$ cat src/rtl/series_engine_arbiter_if.sv
// ---------------------------------------------------------------------------
// series_engine_arbiter_if
//   Bundles every signal exchanged by the series-engine arbiter with its
//   requesters and with the shared engine. Suffixes are written from the
//   arbiter's point of view: _i is an arbiter input, _o is an arbiter output.
//
//   Requester side
//     req_i        NREQ     level request, held until done/err
//     req_x_i      NREQ*DW  operand x, slice i = req_x_i[i*DW +: DW]
//     req_y_i      NREQ*DW  operand y, same packing
//     grant_o      NREQ     one-hot owner of the engine, 0 when idle
//     done_o       NREQ     one-cycle completion pulse to the owner
//     err_o        NREQ     one-cycle timeout-abort pulse to the owner
//     result_o     DW       last captured engine result
//     busy_o       1        a job is in flight
//   Engine side
//     eng_start_o  1        start pulse
//     eng_x_o      DW       latched operand x
//     eng_y_o      DW       latched operand y
//     eng_ready_i  1        engine is idle (level)
//     eng_result_i DW       engine answer, valid when eng_ready_i after a run
//     eng_rst_o    1        active-high engine reset, pulsed on abort
//
//   Modports: slave = the arbiter, master = whatever drives the requests
//   and models the engine.
// ---------------------------------------------------------------------------
interface series_engine_arbiter_if #(
    parameter int NREQ = 4,
    parameter int DW   = 16
);
    logic [NREQ-1:0]    req_i;
    logic [NREQ*DW-1:0] req_x_i;
    logic [NREQ*DW-1:0] req_y_i;
    logic [NREQ-1:0]    grant_o;
    logic [NREQ-1:0]    done_o;
    logic [NREQ-1:0]    err_o;
    logic [DW-1:0]      result_o;
    logic               busy_o;
    logic               eng_start_o;
    logic [DW-1:0]      eng_x_o;
    logic [DW-1:0]      eng_y_o;
    logic               eng_ready_i;
    logic [DW-1:0]      eng_result_i;
    logic               eng_rst_o;

    modport slave (
        input  req_i, req_x_i, req_y_i, eng_ready_i, eng_result_i,
        output grant_o, done_o, err_o, result_o, busy_o,
               eng_start_o, eng_x_o, eng_y_o, eng_rst_o
    );

    modport master (
        output req_i, req_x_i, req_y_i, eng_ready_i, eng_result_i,
        input  grant_o, done_o, err_o, result_o, busy_o,
               eng_start_o, eng_x_o, eng_y_o, eng_rst_o
    );
endinterface

$ cat src/rtl/series_engine_arbiter.sv
// ---------------------------------------------------------------------------
// series_engine_arbiter
//   Shares one series-evaluation engine among NREQ requesters. A round-robin
//   pick is made in IDLE whenever the engine reports ready; the winner's
//   operands are latched, the engine is started with a single-cycle pulse,
//   and the job is followed until the engine returns to ready (done pulse,
//   result captured) or the timeout expires (err pulse plus engine reset).
//
//   Parameters
//     NREQ   number of requesters (2..8)
//     DW     operand/result width
//     TMO_W  timeout counter width; a job aborts after 2**TMO_W-1 cycles
//            in RUN without the engine returning to ready
//
//   Ports
//     clk    rising-edge clock
//     rst_n  asynchronous active-low reset; a job in flight is dropped
//            silently (no done/err pulse)
//     bus    series_engine_arbiter_if.slave, see the interface header
// ---------------------------------------------------------------------------
module series_engine_arbiter #(
    parameter int NREQ  = 4,
    parameter int DW    = 16,
    parameter int TMO_W = 8
) (
    input  logic                     clk,
    input  logic                     rst_n,
    series_engine_arbiter_if.slave   bus
);

    localparam int IW = (NREQ > 1) ? $clog2(NREQ) : 1;
    localparam logic [TMO_W-1:0] TMO_MAX = '1;

    typedef enum logic [2:0] {
        S_IDLE,
        S_ISSUE,
        S_RELEASE,
        S_RUN,
        S_DONE,
        S_ABORT
    } state_t;

    // -----------------------------------------------------------------------
    // State and datapath registers
    // -----------------------------------------------------------------------
    state_t             state_q,  state_d;
    logic [IW-1:0]      owner_q,  owner_d;
    logic [NREQ-1:0]    grant_q,  grant_d;
    logic [IW-1:0]      ptr_q,    ptr_d;
    logic [TMO_W-1:0]   tmo_q,    tmo_d;
    logic [DW-1:0]      result_q, result_d;
    logic [DW-1:0]      x_q,      x_d;
    logic [DW-1:0]      y_q,      y_d;
    logic               start_q,  start_d;

    // -----------------------------------------------------------------------
    // Operand slices and round-robin candidate list
    // -----------------------------------------------------------------------
    logic [DW-1:0]      x_slice  [NREQ];
    logic [DW-1:0]      y_slice  [NREQ];
    logic [IW:0]        cand_sum [NREQ];
    logic [IW-1:0]      cand_idx [NREQ];
    logic [NREQ-1:0]    cand_req;
    logic [IW-1:0]      win_idx;
    logic [NREQ-1:0]    win_onehot;
    logic               win_found;
    logic [IW-1:0]      next_ptr;

    generate
        for (genvar gi = 0; gi < NREQ; gi++) begin : g_slice
            assign x_slice[gi] = bus.req_x_i[gi*DW +: DW];
            assign y_slice[gi] = bus.req_y_i[gi*DW +: DW];
        end
    endgenerate

    // Candidate k is the requester k positions after the pointer, wrapping
    // at NREQ. One extra bit on the sum keeps ptr+k from overflowing before
    // the wrap is applied.
    generate
        for (genvar gi = 0; gi < NREQ; gi++) begin : g_cand
            assign cand_sum[gi] = {1'b0, ptr_q} + (IW+1)'(gi);
            assign cand_idx[gi] = (cand_sum[gi] >= (IW+1)'(NREQ))
                                ? IW'(cand_sum[gi] - (IW+1)'(NREQ))
                                : IW'(cand_sum[gi]);
            assign cand_req[gi] = bus.req_i[cand_idx[gi]];
        end
    endgenerate

    // Scanning from the far end down to offset 0 lets the nearest requester
    // at/after the pointer overwrite any farther one.
    always_comb begin
        win_idx = ptr_q;
        for (int k = NREQ - 1; k >= 0; k--) begin
            if (cand_req[k]) begin
                win_idx = cand_idx[k];
            end
        end
    end

    assign win_found = |bus.req_i;

    generate
        for (genvar gi = 0; gi < NREQ; gi++) begin : g_onehot
            assign win_onehot[gi] = (win_idx == IW'(gi));
        end
    endgenerate

    assign next_ptr = (owner_q == IW'(NREQ - 1)) ? '0 : owner_q + IW'(1);

    // -----------------------------------------------------------------------
    // Next-state logic
    // -----------------------------------------------------------------------
    always_comb begin
        state_d  = state_q;
        owner_d  = owner_q;
        grant_d  = grant_q;
        ptr_d    = ptr_q;
        tmo_d    = tmo_q;
        result_d = result_q;
        x_d      = x_q;
        y_d      = y_q;
        start_d  = 1'b0;

        unique case (state_q)
            S_IDLE: begin
                // A not-ready engine in IDLE is still busy (or unknown):
                // hold off granting until it reports idle.
                if (win_found && bus.eng_ready_i) begin
                    grant_d = win_onehot;
                    owner_d = win_idx;
                    x_d     = x_slice[win_idx];
                    y_d     = y_slice[win_idx];
                    tmo_d   = '0;
                    state_d = S_ISSUE;
                end
            end

            S_ISSUE: begin
                // start is registered, so it appears the cycle after grant
                // and lasts exactly one cycle.
                start_d = 1'b1;
                state_d = S_RELEASE;
            end

            S_RELEASE: begin
                // Wait for the engine to leave idle; a dead engine that never
                // acknowledges the start is caught by the same timeout.
                tmo_d = tmo_q + TMO_W'(1);
                if (!bus.eng_ready_i) begin
                    tmo_d   = '0;
                    state_d = S_RUN;
                end else if (tmo_d == TMO_MAX) begin
                    state_d = S_ABORT;
                end
            end

            S_RUN: begin
                tmo_d = tmo_q + TMO_W'(1);
                if (bus.eng_ready_i) begin
                    result_d = bus.eng_result_i;
                    state_d  = S_DONE;
                end else if (tmo_d == TMO_MAX) begin
                    state_d = S_ABORT;
                end
            end

            S_DONE: begin
                grant_d = '0;
                ptr_d   = next_ptr;
                state_d = S_IDLE;
            end

            S_ABORT: begin
                // result_q is deliberately left untouched on abort.
                grant_d = '0;
                ptr_d   = next_ptr;
                state_d = S_IDLE;
            end

            default: begin
                grant_d = '0;
                state_d = S_IDLE;
            end
        endcase
    end

    // -----------------------------------------------------------------------
    // Registers
    // -----------------------------------------------------------------------
    always_ff @(posedge clk or negedge rst_n) begin
        if (!rst_n) begin
            state_q  <= S_IDLE;
            owner_q  <= '0;
            grant_q  <= '0;
            ptr_q    <= '0;
            tmo_q    <= '0;
            result_q <= '0;
            x_q      <= '0;
            y_q      <= '0;
            start_q  <= 1'b0;
        end else begin
            state_q  <= state_d;
            owner_q  <= owner_d;
            grant_q  <= grant_d;
            ptr_q    <= ptr_d;
            tmo_q    <= tmo_d;
            result_q <= result_d;
            x_q      <= x_d;
            y_q      <= y_d;
            start_q  <= start_d;
        end
    end

    // -----------------------------------------------------------------------
    // Outputs
    // -----------------------------------------------------------------------
    // grant_q is still the owner during DONE/ABORT, so masking it by state
    // yields single-bit pulses that can never overlap.
    assign bus.grant_o     = grant_q;
    assign bus.done_o      = (state_q == S_DONE)  ? grant_q : '0;
    assign bus.err_o       = (state_q == S_ABORT) ? grant_q : '0;
    assign bus.result_o    = result_q;
    assign bus.busy_o      = (state_q != S_IDLE);
    assign bus.eng_start_o = start_q;
    assign bus.eng_x_o     = x_q;
    assign bus.eng_y_o     = y_q;
    assign bus.eng_rst_o   = (state_q == S_ABORT);

endmodule

$ cat src/flat_wrapper.sv
// flat-port wrapper written by rule: the top's interface ports become plain ports
module series_engine_arbiter_flat 
#(
    parameter int NREQ  = 4,
    parameter int DW    = 16,
    parameter int TMO_W = 8
)
  (clk, rst_n, bus_req_i, bus_req_x_i, bus_req_y_i, bus_eng_ready_i, bus_eng_result_i, bus_grant_o, bus_done_o, bus_err_o, bus_result_o, bus_busy_o, bus_eng_start_o, bus_eng_x_o, bus_eng_y_o, bus_eng_rst_o);
  series_engine_arbiter_if #(.NREQ(NREQ), .DW(DW)) bus_i ();
  input  logic clk;
  input  logic rst_n;
  input wire logic [$bits(bus_i.req_i)-1:0] bus_req_i;
  input wire logic [$bits(bus_i.req_x_i)-1:0] bus_req_x_i;
  input wire logic [$bits(bus_i.req_y_i)-1:0] bus_req_y_i;
  input wire logic [$bits(bus_i.eng_ready_i)-1:0] bus_eng_ready_i;
  input wire logic [$bits(bus_i.eng_result_i)-1:0] bus_eng_result_i;
  output wire logic [$bits(bus_i.grant_o)-1:0] bus_grant_o;
  output wire logic [$bits(bus_i.done_o)-1:0] bus_done_o;
  output wire logic [$bits(bus_i.err_o)-1:0] bus_err_o;
  output wire logic [$bits(bus_i.result_o)-1:0] bus_result_o;
  output wire logic [$bits(bus_i.busy_o)-1:0] bus_busy_o;
  output wire logic [$bits(bus_i.eng_start_o)-1:0] bus_eng_start_o;
  output wire logic [$bits(bus_i.eng_x_o)-1:0] bus_eng_x_o;
  output wire logic [$bits(bus_i.eng_y_o)-1:0] bus_eng_y_o;
  output wire logic [$bits(bus_i.eng_rst_o)-1:0] bus_eng_rst_o;
  assign bus_i.req_i = bus_req_i;
  assign bus_i.req_x_i = bus_req_x_i;
  assign bus_i.req_y_i = bus_req_y_i;
  assign bus_i.eng_ready_i = bus_eng_ready_i;
  assign bus_i.eng_result_i = bus_eng_result_i;
  assign bus_grant_o = bus_i.grant_o;
  assign bus_done_o = bus_i.done_o;
  assign bus_err_o = bus_i.err_o;
  assign bus_result_o = bus_i.result_o;
  assign bus_busy_o = bus_i.busy_o;
  assign bus_eng_start_o = bus_i.eng_start_o;
  assign bus_eng_x_o = bus_i.eng_x_o;
  assign bus_eng_y_o = bus_i.eng_y_o;
  assign bus_eng_rst_o = bus_i.eng_rst_o;
  series_engine_arbiter #(.NREQ(NREQ), .DW(DW), .TMO_W(TMO_W)) u_core (.clk(clk), .rst_n(rst_n), .bus(bus_i));
endmodule
$ cat config.mk
export PLATFORM = sky130hd
export DESIGN_NAME = series_engine_arbiter_flat
export DESIGN_NICKNAME = d
export VERILOG_FILES = /design/src/rtl/series_engine_arbiter_if.sv /design/src/rtl/series_engine_arbiter.sv /design/src/flat_wrapper.sv
export SDC_FILE = /design/constraint.sdc
export NUM_CORES = 1
export LEC_CHECK = 0
export CAP_MARGIN = 25
export CORE_MARGIN = 2
export CORE_UTILIZATION = 41
export CTS_BUF_LIST = sky130_fd_sc_hd__clkbuf_4 sky130_fd_sc_hd__clkbuf_8
export CTS_CLUSTER_SIZE = 40
export DETAILED_ROUTE_END_ITERATION = 10
export GPL_TIMING_DRIVEN = 0
export PLACE_DENSITY_LB_ADDON = 0.3
export SLEW_MARGIN = 10
export SYNTH_ARGS = -nofsm -noshare
export SYNTH_HDL_FRONTEND = slang
export SYNTH_SLANG_ARGS = --single-unit
$ cat constraint.sdc
create_clock -name clk -period 2.6 [get_ports clk]
set_clock_uncertainty 0.15 [all_clocks]
set_input_delay 0.52 -clock clk [delete_from_list [all_inputs] [get_ports clk]]
set_output_delay 0.52 -clock clk [all_outputs]
set_load 0.02 [all_outputs]
Yosys cells after proc, flatten, opt, wreduce, memory -nomap -nowiden --
Cells that the tools add are included.
Operators by class: multiply operators 0, shift operators 0, $add $sub $neg 9, reductions and logical operators 12, bitwise gates (word level) 2, magnitude comparators 9, div/mod/pow operators 0, muxes and demuxes 36, equal/unequal tests 11
Operator list (number):
- 16-bit binary-select mux with 2-bit select | 2
- 16-bit two-way mux | 4
- 8-bit one-hot mux with 3 select lines | 1
- 2-bit two-way mux | 9
- 8-bit two-way mux | 2
- 3-bit greater-or-equal comparator, second input constant | 4
- 2-bit by 3-bit < comparator with 1-bit output, second input constant | 4
- 3-bit two-way mux | 4
- 4-bit two-way mux | 3
- 3-bit one-hot mux with 4 select lines | 1
- 8-bit by 1-bit adder with 8-bit output, second input constant | 1
- 1-bit binary-select mux with 2-bit select | 4
- 8-bit equality test, second input constant | 1
- 4-bit one-hot mux with 2 select lines | 1
- 2-bit AND reduction | 4
- 2-bit by 1-bit subtractor with 2-bit output, second input constant | 4
- 2-bit by 2-bit adder with 3-bit output, second input constant | 2
- 2-bit equality test, second input constant | 3
- 3-bit by 2-bit equality test with 1-bit output, second input constant | 2
- 3-bit equality test, second input constant | 2
- 3-bit nonzero test | 2
- 1-bit two-way mux | 5
- 4-bit OR reduction | 1
- 2-bit by 1-bit adder with 3-bit output, second input constant | 1
- other kinds (12) | 12
Storage, ports and cells: bits in latches 0, bits in writable memories 0, memories kept 0, memory bits (read-only) 0, output and inout port bits 63, flip-flop bits (word level) 68

Depth between registers and ports, before layout --
word-level depth 13, gate-level depth with buffers 8

Least setup slack after synthesis --
No wires, ideal clock.
path kind register to register, from register u_core.tmo_q[0], to register u_core.state_q[1], path buffers 0, arrival time 1.913 ns, library setup time 0.131 ns, period minus slack after synthesis 2.194 ns, slack 0.406 ns, stages on the path, launching flop included 7, cells stage by stage dfrtp_1 > ha_1 > nand3_2 > or3_4 > a2111oi_4 > a2111oi_1 > or3_1
On the way: longest elaborated chain between the ends 5, elaborated cells between the ends (all ways) 6, those cells by class 1 x add/sub; 1 x eq/ne; 4 x mux
RTL lines:
- start: declaration | RTL line series_engine_arbiter.sv:50 | logic [TMO_W-1:0] tmo_q, tmo_d;
- start signal: assignment | RTL line series_engine_arbiter.sv:206 | tmo_q <= tmo_d;
- 8-bit by 1-bit adder with 8-bit output (*) | RTL line series_engine_arbiter.sv:148, series_engine_arbiter.sv:158
- 8-bit equality test (*) | RTL line series_engine_arbiter.sv:152, series_engine_arbiter.sv:162
- 3-bit two-way mux (*)
- 3-bit two-way mux (on tied branches)
- 3-bit one-hot mux with 4 select lines (*)
- end signal: assignment | RTL line series_engine_arbiter.sv:202 | state_q <= state_d;
- end: declaration | RTL line series_engine_arbiter.sv:46 | state_t state_q, state_d;
Every way passes the cells marked *; elsewhere a longest branch is shown, timed or not. A chain may end at the register's enable or synchronous reset.

Worst setup path in the final report --
from register u_core.state_q[1], to output bus_busy_o
On the way: longest elaborated chain between the ends 1
RTL lines:
- 3-bit nonzero test | RTL line series_engine_arbiter.sv:223 | assign bus.busy_o = (state_q != S_IDLE);
- end: declaration | RTL line flat_wrapper.sv:21 | output wire logic [$bits(bus_i.busy_o)-1:0] bus_busy_o;
Every way passes these cells.

==> impl_results.md <==
* Mapped cell area at 4100 um^2
* Pwr Total at 6540 uW
* Flops & latches, synth at 68
* Syn nets at 573
* CP startpoint kind: flip-flop
* Clock sinks at 68
* Achievable Freq at 393 MHz
* Die height at 104 um
* Top-count cell post-synth: dfrtp_1
* Post-synth top area share at 41.5%
* Antenna violations before repair at 0
* Io pins at 214
* PortBufs at 212
* Worst Path Required at 1.93 ns
* Clock latency on the worst-skew pair at 0.36 ns
* Synth area leaders: dfrtp_1, a221o_1, o22a_1
* DP Area at 6410 um^2
* GRT Total Usage at 27.1%
* First-pass GRT wire length at 23600 um
* Final ANT Viol Nets at 0
* Cell taking the most area after synthesis: dfrtp_1
* Final Critical Period at 2.54 ns
* Total die area at 10800 um^2
* Outcome: complete, no violations
* Largest net degree at the start of global routing at 36
* Core region area at 9730 um^2
* Largest vdd supply drop at 0.645 mV
* RSZ-0062 raised after global routing: true
* Buffer depth of the longest clock path at 2
* DR pass1 iterations at 8
* CTS tree: done
* Synth warnings at 0
* Post-synth ARST share at 100%
* Total CTS buffers at 9
* Post-synth EDFFs at 0
* Final net count at 797
* Rel. slew slack at 51.9%
* Wire length per cell at 19.3 um
* Clock transition time at the flip-flop clock pins of the worst setup and hold paths at 0.09 ns
* P per Cell Area at 981 nW/um^2
* Net Switching at 2780 uW
* Die width at 104 um
* Gp weighted congestion at 0.901
* CP max FO at 7
* DRT Wirelength at 15100 um
* Postcts setup bufs at 0
* Synth unique cells at 51
* Hpwl dp at 11400 um
* Via count at 4606
* DRT iter0 DRCs at 302
* Max-Cap Viols at 0
* Leak at 0.00269 uW
* Final Cycle Share at 97.8%
* Internal power at 3760 uW
* H-tree depth at 3
* Seq pwr share at 28.3%
* Kind of critical path: flip-flop to primary output
* Slew Viols, Final at 0
* Vias in the first global route at 4703
* Post-synth top cells: dfrtp_1, clkbuf_1, a21oi_1, o31ai_1, nand4_1
* Design Area, Final at 6670 um^2
* Clk Tree Root Cell: clkbuf_8
* Register area share after synthesis at 41.5%
* Row count at 36
* Count of final setup violators at 0
* Hold Path Class: flip-flop to flip-flop
* CP endpoint kind: primary output
* Synthesized area per cell at 9.79 um^2
* Avg Vias per Cell at 5.90
* GRT overflow at 0
* DR DRC count at 0
* Worst-Margin Slew at 0.720 ns
* ANT cells at 0
* Switching Share at 42.5%
* Hold Vio Cnt, Final at 0
* Arr. time, crit path at 1.87 ns
* Clock share of power at 14.0%
* Non-Filler Instances at 781
* Synth Instances at 419
* Area grow syn2layout at 62.6%
* Starting Density at 42.1%
* Ys flop type: dfrtp_1
* Comb power frac at 57.7%
* Dpl cells at 765
* Share of post-route cells with drive strength above 1 at 11.4%
[power groups by stage]
| stage | sequential (uW) | clock (uW) | combinational, uW |
|---|---|---|---|
| floorplan | 2320 | 0 | 1620 |
| global placement | 1830 | 0 | 3630 |
| detailed placement | 1860 | 0 | 3710 |
| CTS | 1850 | 929 | 3750 |
| global route | 1910 | 971 | 4020 |
| finish | 1850 | 917 | 3770 |
[placed cells by master (no fill, tap or decap), types with 4 or more instances in the layout]
cell and instances:
and4_1 7, clkbuf_2 12, clkbuf_1 18, dlymetal6s2s_1 5, a32oi_1 7, buf_4 5, nor2_1 17, o31ai_1 27
nand2b_1 7, o21ai_0 11, nor2b_1 4, o21ai_1 12, and3_1 8, clkdlybuf4s50_1 204, a21oi_1 29, o31a_1 8
a31oi_1 8, mux2_2 17, clkbuf_8 9, buf_2 9, nand4_1 26, dfrtp_1 67, o22a_1 25, a221o_1 25
nand2_1 15, nand3_1 5
[flip-flops by register name, indices dropped and copies added, names as in the netlist]
name	count
u_core.owner_q	2
u_core.bus.eng_y_o	16
u_core.bus.grant_o	4
u_core.bus.eng_x_o	16
u_core.bus.eng_start_o	1
u_core.bus.result_o	16
u_core.tmo_q	8
u_core.state_q	3
u_core.ptr_q	2
[final timing paths]
path                                        startpoint                     end  slack (ns)  cells after the start
max in group asynchronous                        rst_n  u_core.bus.eng_y_o[13]        1.23                      3
worst max-delay path                 u_core.state_q[1]              bus_busy_o        0.06                      2
worst min-delay path            u_core.bus.result_o[6]  u_core.bus.result_o[6]        0.36                      1
min in group asynchronous                        rst_n   u_core.bus.grant_o[2]        0.51                      2
worst min register to register  u_core.bus.result_o[6]  u_core.bus.result_o[6]        0.36                      1
worst max register to register         u_core.tmo_q[0]       u_core.state_q[1]        0.24                      6
[routing by layer]
metal,vias up,global-route usage (%),routed length [um]
met5,-,0,0
met4,0,11.3,395
met3,34,8.83,1300
met2,228,45.7,7510
met1,2230,31.7,5880
li1,2114,-,-
[what timing repair did]
action                                  CTS  global route
gates resized for setup                  10            34
hold endpoints to repair                 34             0
endpoints found under the setup margin   39            33
pin swaps                                 0             0
hold buffers                              1             0
[kinds of logic after synthesis]
logic type / share of synthesized area, %
buf+inv: 4.94
simple gates: 15.2
mux: 4.67
compound gates: 31.9
fa+ha+maj: 0.916
flops: 41.5
xor+xnor: 0.855
[cell type report]
cell class              instances  area [um^2]
multi-input cells             303         2220
clock buffers                   9          124
flip-flops and latches         68         1700
repair buffers                214         2160
fillers                       785         3060
well taps                     133          166
plain buffers                  44          210
clock inverters                 7         75.1
inverters                       3         11.3
[metrics by stage]
stage                     hold slack (ns)  setup TNS, ns  util [%]  worst slack, ns
after global placement              0.325        -115.96      65.7            -1.54
after global routing                0.373        -0.0334      68.5          -0.0213
after detailed placement            0.345         -13.96      65.8           -0.538
after CTS                           0.364              0      68.2           0.0115
final                               0.358              0      68.5           0.0561
after floorplan                    0.0744              0         -            0.406
[worst max-delay path, cell delays in order, from the launching register on]
cell,delay (ns)
dfrtp_1,0.48
or3_1,0.47
clkdlybuf4s50_1,0.57
Power figures use the tool's default switching activity.
